**config.mk**
```make
export PLATFORM = sky130hd
export DESIGN_NAME = uart_rx_word_flat
export DESIGN_NICKNAME = d
export VERILOG_FILES = /design/src/rtl/uart_rx_word_if.sv /design/src/rtl/uart_rx_word.sv /design/src/flat_wrapper.sv
export SDC_FILE = /design/constraint.sdc
export NUM_CORES = 1
export LEC_CHECK = 0
export CAP_MARGIN = 20
export CORE_MARGIN = 5
export CORE_UTILIZATION = 51
export CTS_CLUSTER_DIAMETER = 150
export DETAILED_ROUTE_END_ITERATION = 7
export HOLD_SLACK_MARGIN = 0.1
export MAX_ROUTING_LAYER = met4
export PLACE_DENSITY = 0.75
export SYNTH_ARGS = -nofsm -noshare
export SYNTH_HDL_FRONTEND = slang
export SYNTH_SLANG_ARGS = --single-unit
```
**constraint.sdc**
```tcl
create_clock -name clk -period 2.1 [get_ports clk]
set_input_delay 0.315 -clock clk [delete_from_list [all_inputs] [get_ports clk]]
set_output_delay 0.315 -clock clk [all_outputs]
set_load 0.01 [all_outputs]
```
**src/rtl/uart_rx_word_if.sv**
```systemverilog
// ============================================================================
// uart_rx_word_if : serial input and word-output bundle of uart_rx_word
// Revision 1.0 : initial release
// ============================================================================
`default_nettype none

interface uart_rx_word_if;
  logic        srx;
  logic [31:0] rx_word;
  logic        valid;
  logic        err;
  logic        idle;

  // Drives the pin and consumes words (board side / testbench)
  modport master (
    output srx,
    input  rx_word,
    input  valid,
    input  err,
    input  idle
  );

  // Receiver side
  modport slave (
    input  srx,
    output rx_word,
    output valid,
    output err,
    output idle
  );
endinterface

`default_nettype wire

```
**src/rtl/uart_rx_word.sv**
```systemverilog
// ============================================================================
// uart_rx_word : 8N1 receiver assembling four bytes into a big-endian word
// Revision 1.0 : initial release
// ============================================================================
`default_nettype none

module uart_rx_word #(
  parameter int CLK_RATE     = 50,
  parameter int BAUD         = 115200,
  parameter int TIMEOUT_BITS = 20
) (
  input  wire logic     clk,
  input  wire logic     rst,
  uart_rx_word_if.slave rx_bus
);

  localparam int c_CLKS_PER_BIT = CLK_RATE * 1_000_000 / BAUD;
  localparam int c_CNT_W        = $clog2(c_CLKS_PER_BIT);
  localparam int c_GAP_LIMIT    = TIMEOUT_BITS * c_CLKS_PER_BIT;
  localparam int c_GAP_W        = $clog2(c_GAP_LIMIT + 1);

  localparam logic [c_CNT_W-1:0] c_HALF     = c_CNT_W'((c_CLKS_PER_BIT - 1) / 2);
  localparam logic [c_CNT_W-1:0] c_LAST     = c_CNT_W'(c_CLKS_PER_BIT - 1);
  localparam logic [c_GAP_W-1:0] c_GAP_LAST = c_GAP_W'(c_GAP_LIMIT - 1);

  localparam logic [2:0] c_ST_IDLE  = 3'd0;
  localparam logic [2:0] c_ST_START = 3'd1;
  localparam logic [2:0] c_ST_DATA  = 3'd2;
  localparam logic [2:0] c_ST_STOP  = 3'd3;
  localparam logic [2:0] c_ST_WAITH = 3'd4;

  logic [1:0]         sync_q;
  logic [2:0]         state_q,   state_d;
  logic [c_CNT_W-1:0] cnt_q,     cnt_d;
  logic [2:0]         bit_cnt_q, bit_cnt_d;
  logic [7:0]         shift_q,   shift_d;
  logic [23:0]        word_sr_q, word_sr_d;
  logic [1:0]         byte_cnt_q, byte_cnt_d;
  logic [31:0]        rx_word_q, rx_word_d;
  logic               valid_q,   valid_d;
  logic               err_q,     err_d;
  logic [c_GAP_W-1:0] gap_q,     gap_d;

  logic w_rxs;
  logic w_start;
  logic w_byte_ok;
  logic w_frame_err;
  logic w_idle;

  assign w_rxs = sync_q[1];

  // State register, bit-level datapath and word registers
  always_ff @(posedge clk) begin
    if (rst) begin
      sync_q     <= 2'b11;
      state_q    <= c_ST_IDLE;
      cnt_q      <= '0;
      bit_cnt_q  <= '0;
      shift_q    <= '0;
      word_sr_q  <= '0;
      byte_cnt_q <= '0;
      rx_word_q  <= '0;
      valid_q    <= 1'b0;
      err_q      <= 1'b0;
      gap_q      <= '0;
    end else begin
      sync_q     <= {sync_q[0], rx_bus.srx};
      state_q    <= state_d;
      cnt_q      <= cnt_d;
      bit_cnt_q  <= bit_cnt_d;
      shift_q    <= shift_d;
      word_sr_q  <= word_sr_d;
      byte_cnt_q <= byte_cnt_d;
      rx_word_q  <= rx_word_d;
      valid_q    <= valid_d;
      err_q      <= err_d;
      gap_q      <= gap_d;
    end
  end

  // Next-state logic of the bit FSM
  always_comb begin
    state_d     = state_q;
    cnt_d       = cnt_q;
    bit_cnt_d   = bit_cnt_q;
    shift_d     = shift_q;
    w_start     = 1'b0;
    w_byte_ok   = 1'b0;
    w_frame_err = 1'b0;
    case (state_q)
      c_ST_IDLE: begin
        if (!w_rxs) begin
          w_start = 1'b1;
          state_d = c_ST_START;
          cnt_d   = '0;
        end
      end
      c_ST_START: begin
        if (cnt_q == c_HALF) begin
          cnt_d     = '0;
          bit_cnt_d = '0;
          state_d   = w_rxs ? c_ST_IDLE : c_ST_DATA;
        end else begin
          cnt_d = cnt_q + 1'b1;
        end
      end
      c_ST_DATA: begin
        if (cnt_q == c_LAST) begin
          cnt_d     = '0;
          shift_d   = {w_rxs, shift_q[7:1]};
          bit_cnt_d = bit_cnt_q + 3'd1;
          if (bit_cnt_q == 3'd7) state_d = c_ST_STOP;
        end else begin
          cnt_d = cnt_q + 1'b1;
        end
      end
      c_ST_STOP: begin
        if (cnt_q == c_LAST) begin
          cnt_d = '0;
          if (w_rxs) begin
            w_byte_ok = 1'b1;
            state_d   = c_ST_IDLE;
          end else begin
            w_frame_err = 1'b1;
            state_d     = c_ST_WAITH;
          end
        end else begin
          cnt_d = cnt_q + 1'b1;
        end
      end
      c_ST_WAITH: begin
        if (w_rxs) state_d = c_ST_IDLE;
      end
      default: state_d = c_ST_IDLE;
    endcase
  end

  // Word assembly, inter-byte timeout and status outputs
  always_comb begin
    word_sr_d  = word_sr_q;
    byte_cnt_d = byte_cnt_q;
    rx_word_d  = rx_word_q;
    valid_d    = 1'b0;
    err_d      = 1'b0;
    gap_d      = '0;
    w_idle     = (state_q == c_ST_IDLE) && (byte_cnt_q == 2'd0);

    // A start detected on the expiry clock suppresses the timeout
    if (!w_start && (state_q == c_ST_IDLE) && (byte_cnt_q != 2'd0)) begin
      if (gap_q == c_GAP_LAST) begin
        byte_cnt_d = '0;
        word_sr_d  = '0;
        err_d      = 1'b1;
      end else begin
        gap_d = gap_q + 1'b1;
      end
    end

    if (w_byte_ok) begin
      word_sr_d  = {word_sr_q[15:0], shift_q};
      byte_cnt_d = byte_cnt_q + 2'd1;
      if (byte_cnt_q == 2'd3) begin
        rx_word_d = {word_sr_q, shift_q};
        valid_d   = 1'b1;
      end
    end

    if (w_frame_err) begin
      byte_cnt_d = '0;
      word_sr_d  = '0;
      err_d      = 1'b1;
    end
  end

  assign rx_bus.rx_word = rx_word_q;
  assign rx_bus.valid   = valid_q;
  assign rx_bus.err     = err_q;
  assign rx_bus.idle    = w_idle;

endmodule

`default_nettype wire

```
**src/flat_wrapper.sv**
```systemverilog
// flat-port wrapper written by rule: the top's interface ports become plain ports
module uart_rx_word_flat 
#(
  parameter int CLK_RATE     = 50,
  parameter int BAUD         = 115200,
  parameter int TIMEOUT_BITS = 20
)
  (clk, rst, rx_bus_srx, rx_bus_rx_word, rx_bus_valid, rx_bus_err, rx_bus_idle);
  uart_rx_word_if rx_bus_i ();
  input  wire logic clk;
  input  wire logic rst;
  input wire logic [$bits(rx_bus_i.srx)-1:0] rx_bus_srx;
  output wire logic [$bits(rx_bus_i.rx_word)-1:0] rx_bus_rx_word;
  output wire logic [$bits(rx_bus_i.valid)-1:0] rx_bus_valid;
  output wire logic [$bits(rx_bus_i.err)-1:0] rx_bus_err;
  output wire logic [$bits(rx_bus_i.idle)-1:0] rx_bus_idle;
  assign rx_bus_i.srx = rx_bus_srx;
  assign rx_bus_rx_word = rx_bus_i.rx_word;
  assign rx_bus_valid = rx_bus_i.valid;
  assign rx_bus_err = rx_bus_i.err;
  assign rx_bus_idle = rx_bus_i.idle;
  uart_rx_word #(.CLK_RATE(CLK_RATE), .BAUD(BAUD), .TIMEOUT_BITS(TIMEOUT_BITS)) u_core (.clk(clk), .rst(rst), .rx_bus(rx_bus_i));
endmodule
```
==> summary.md <==
| Metric | Value |
|---|---|
| Crit start category | `flop` |
| Worst path arrival time | `2.36 ns` |
| VDD IR-drop max | `0.321 mV` |
| Area grow syn2layout | `19.4%` |
| CP required | `2.40 ns` |
| Die Y | `100 µm` |
| Simple-Gate Fraction of Synth Area | `25.6%` |
| DIE WIDTH | `about 100 µm` |
| Crit-path max cell delay | `0.51 ns` |
| First-pass GRT wire length | `14800 µm` |
| Multi-input gate area | `2020 µm²` |
| Busiest grt layer | `met2` |
| M3 GR Usage | `4.73%` |
| Unrepaired setup endpoints after global routing | `yes` |
| Pint | `2390 µW` |
| Crit. End Element | `flop` |
| Max Cap Viol | `0` |
| Main synth FF type | `dfxtp_1` |
| Htree depth | `3` |
| Max Freq | `about 0.48 GHz` |
| Mux contribution to synthesized area | `0%` |
| Core ar. | `8050 µm²` |
| Distinct cells, synth | `53` |
| Largest net degree at the start of global routing | `36` |
| Final min period | `2.06 ns` |
| Status | `completed` |
| Crit Path Class | `flop to flop` |
| Switching share of power | `roughly a quarter` |
| IO buf count | `37` |
| Compound-Gate Fraction of Synth Area | `between 10% and 20%` |
| Synth Area in Adders | `2.41%` |
| Clk buf depth | `2` |
| Final Wtd Congestion | `0.900` |
| Leakage | `0.00177 µW` |
| Vias per inst | `about 5.4` |
| FP Rows | `33` |
| HPWL Detailed | `5980 µm` |
| #FFs+latches synth | `99` |
| Met2 Use GR | `27.6%` |
| Layout cell share with drive strength beyond 1 | `13.1%` |
| Starting Density | `51.5%` |
| Clock power share | `between 30% and 40%` |
| Seq/Total Area, Yosys | `47.8%` |
| Total negative slack | `0 ns` |
| Comb power frac | `2.2%` |
| Post-synth EDFFs | `0` |
| Syn avg cell area | `around 8.5 µm²` |
| Hold WS | `0.173 ns` |
| CTS clk-pin slew, worst paths | `0.09 ns` |
| Xor and xnor area share after synthesis | `2.53%` |
| TritonCTS clock tree | `built` |
| # IOs | `38` |
| Hold_buf cts | `0` |
| Largest area contributor in the netlist | `dfxtp_1` |
| Final antenna-violating net count | `0` |
| N_diodes | `0` |
| Die Area | `10000 µm²` |
| Sequential share of power | `about 60%` |
| Vias in the first global route | `~3200` |
| Commonest cells in the netlist | `114 x nand2_1, 99 x dfxtp_1, 56 x nor2_1` |
| Met1 global-route usage | `24.8%` |
| Syn nets | `about 500` |
| Post-synth ARST share | `0%` |
| Cell family with most CP delay | `simple AND/OR/NAND/NOR gates` |
| Final Setup Violations | `0` |
| Post-Syn Area | `roughly 4200 µm²` |
| PD cells | `633 nW/µm²` |
| Clock root buffer | `clkbuf_8` |
| Yosys top cell area share | `around 48%` |
| CTS Buf Count | `9` |
| Placed instance area | `around 4700 µm²` |
| Detailed Route Iter0 Violations | `200` |
| Clk_skew | `0.0161 ns` |
| Fin nets | `541` |
| NetSw | `748 µW` |
| Crit Path Max Fanout | `5` |
| Routed length per instance | `about 14 µm` |
| Count of clock tree sinks | `99` |
| GRT Total Usage | `18.6%` |
| Final Cell Area | `4960 µm²` |
| First-pass DRT Iterations | `4` |
| Final WL | `8690 µm` |
| Initial antenna violation count | `0` |
| Area of all sequential standard cells | `1990 µm²` |
| Slew headroom | `a little under three fifths` |
| Top-count cell post-synth | `nand2_1` |
| Tightest Hold Check Type | `input pin to flop` |
| Ranking of synthesized cells by area | `dfxtp_1 48%, nand2_1 10%, a21oi_1 5.7%, nor2_1 5.1%, a2bb2oi_1 3.4%` |
| Actual slew at the worst max-slew pin | `~0.65 ns` |
| Cell Chain, Critical Path | `inv_4, ha_4, or4b_4, nor3_4, o22ai_2, or4_1, a21oi_1` |
| Cells after Synth | `between 400 and 500` |
| Slowest cell on the critical path | `or4_1` |
| Fin. Hold Viols | `0` |
| Clk_lat worst skew | `0.38 ns` |
| Synth Warn # | `0` |
| Filler cells | `between 700 and 800` |
| Crit path buffers/inverters | `1` |
| Via Count | `3429` |
| DRC | `0` |
| Slew Limit Fails | `0` |
| Fin crit share | `98.3%` |
| Largest family of logic cells by synthesized area | `simple AND/OR/NAND/NOR gates` |
| GR Overflow Total | `0` |
## power by group through the flow
stage / sequential, µW / combinational [µW] / clock (µW)
2_1_floorplan: 1930 / 41.4 / 0
3_3_place_gp: 1920 / 63.9 / 0
3_5_place_dp: 1920 / 64.6 / 0
4_1_cts: 1880 / 64.9 / 1230
5_1_grt: 1880 / 76.6 / 1310
6_report: 1880 / 68.7 / 1190
## metal layers
| layer | vias up | routed length (µm) |
|---|---|---|
| met3 | 8 | 370 |
| met2 | 61 | 4100 |
| met4 | 0 | 85 |
| met5 | - | 0 |
| met1 | 1607 | 4130 |
| li1 | 1753 | - |
## final timing paths
kind	start	to	slack, ns	cells after the start
setup / recovery	u_core.cnt_q[0]	u_core.state_q[0]	0.04	7
hold / removal	rst	u_core.rx_bus.err	0.17	2
setup reg to reg	u_core.cnt_q[0]	u_core.state_q[0]	0.04	7
hold reg to reg	u_core.sync_q[0]	u_core.sync_q[1]	0.42	1
## what timing repair did
action | in CTS | in global routing
pin swaps | 0 | 7
buffers inserted | 0 | 2
endpoints found under the setup margin | 1 | 28
gates resized for setup | 1 | 14
## area by class of cell
type | count | area share [%]
multi-input combinational | 352 | 40.8
sequential | 99 | 40.1
timing repair buffer | 58 | 11.7
clock buffer | 10 | 2.78
tap | 105 | 2.65
clock inverter | 6 | 1.11
inverter | 10 | 0.884
## logic make-up (layout without fill, tap and decap cells)
kind of cell / after synthesis / in the layout
fa+ha+maj: 8 / 8
simple gates: 230 / 230
buf+inv: 39 / 84
flops: 99 / 99
xor+xnor: 12 / 12
compound gates: 102 / 102
## per-stage QoR
stage	setup WS [ns]	utilization [%]	cells	total power [µW]
detailed placement	0.0374	58.4	622	1990
CTS	0.0236	60.8	638	3170
finish	0.0356	61.6	640	3140
floorplan	0.0647	-	490	1970
global placement	0.0998	58.4	622	1990
global route	-0.0514	61.6	640	3270
## cells in the final DEF (no fill, tap or decap), types with 3 or more instances in the layout
| master | instances |
|---|---|
| nand2_1 | 114 |
| dfxtp_1 | 98 |
| nor2_1 | 55 |
| a21oi_1 | 47 |
| clkdlybuf4s50_1 | 35 |
| a2bb2oi_1 | 16 |
| buf_4 | 16 |
| nand3_1 | 11 |
| clkbuf_8 | 10 |
| nor3_1 | 9 |
| a2bb2oi_2 | 9 |
| o21ai_0 | 9 |
| and3_1 | 7 |
| xnor2_1 | 7 |
| ha_1 | 7 |
| inv_1 | 6 |
| xor2_1 | 5 |
| nand4_1 | 4 |
| nand2b_1 | 4 |
| buf_12 | 4 |
| a21o_1 | 3 |
| a22oi_1 | 3 |
| clkinv_4 | 3 |
## state kept, by name (all words and copies together), names as in the netlist, 2 cells and up
register and cells:
u_core.bit_cnt_q 3, u_core.byte_cnt_q 2, u_core.cnt_q 9, u_core.gap_q 14, u_core.rx_bus.rx_word 32, u_core.shift_q 8
u_core.state_q 3, u_core.sync_q 2, u_core.word_sr_q 24
Note: power is estimated with default switching activity, not from simulation.
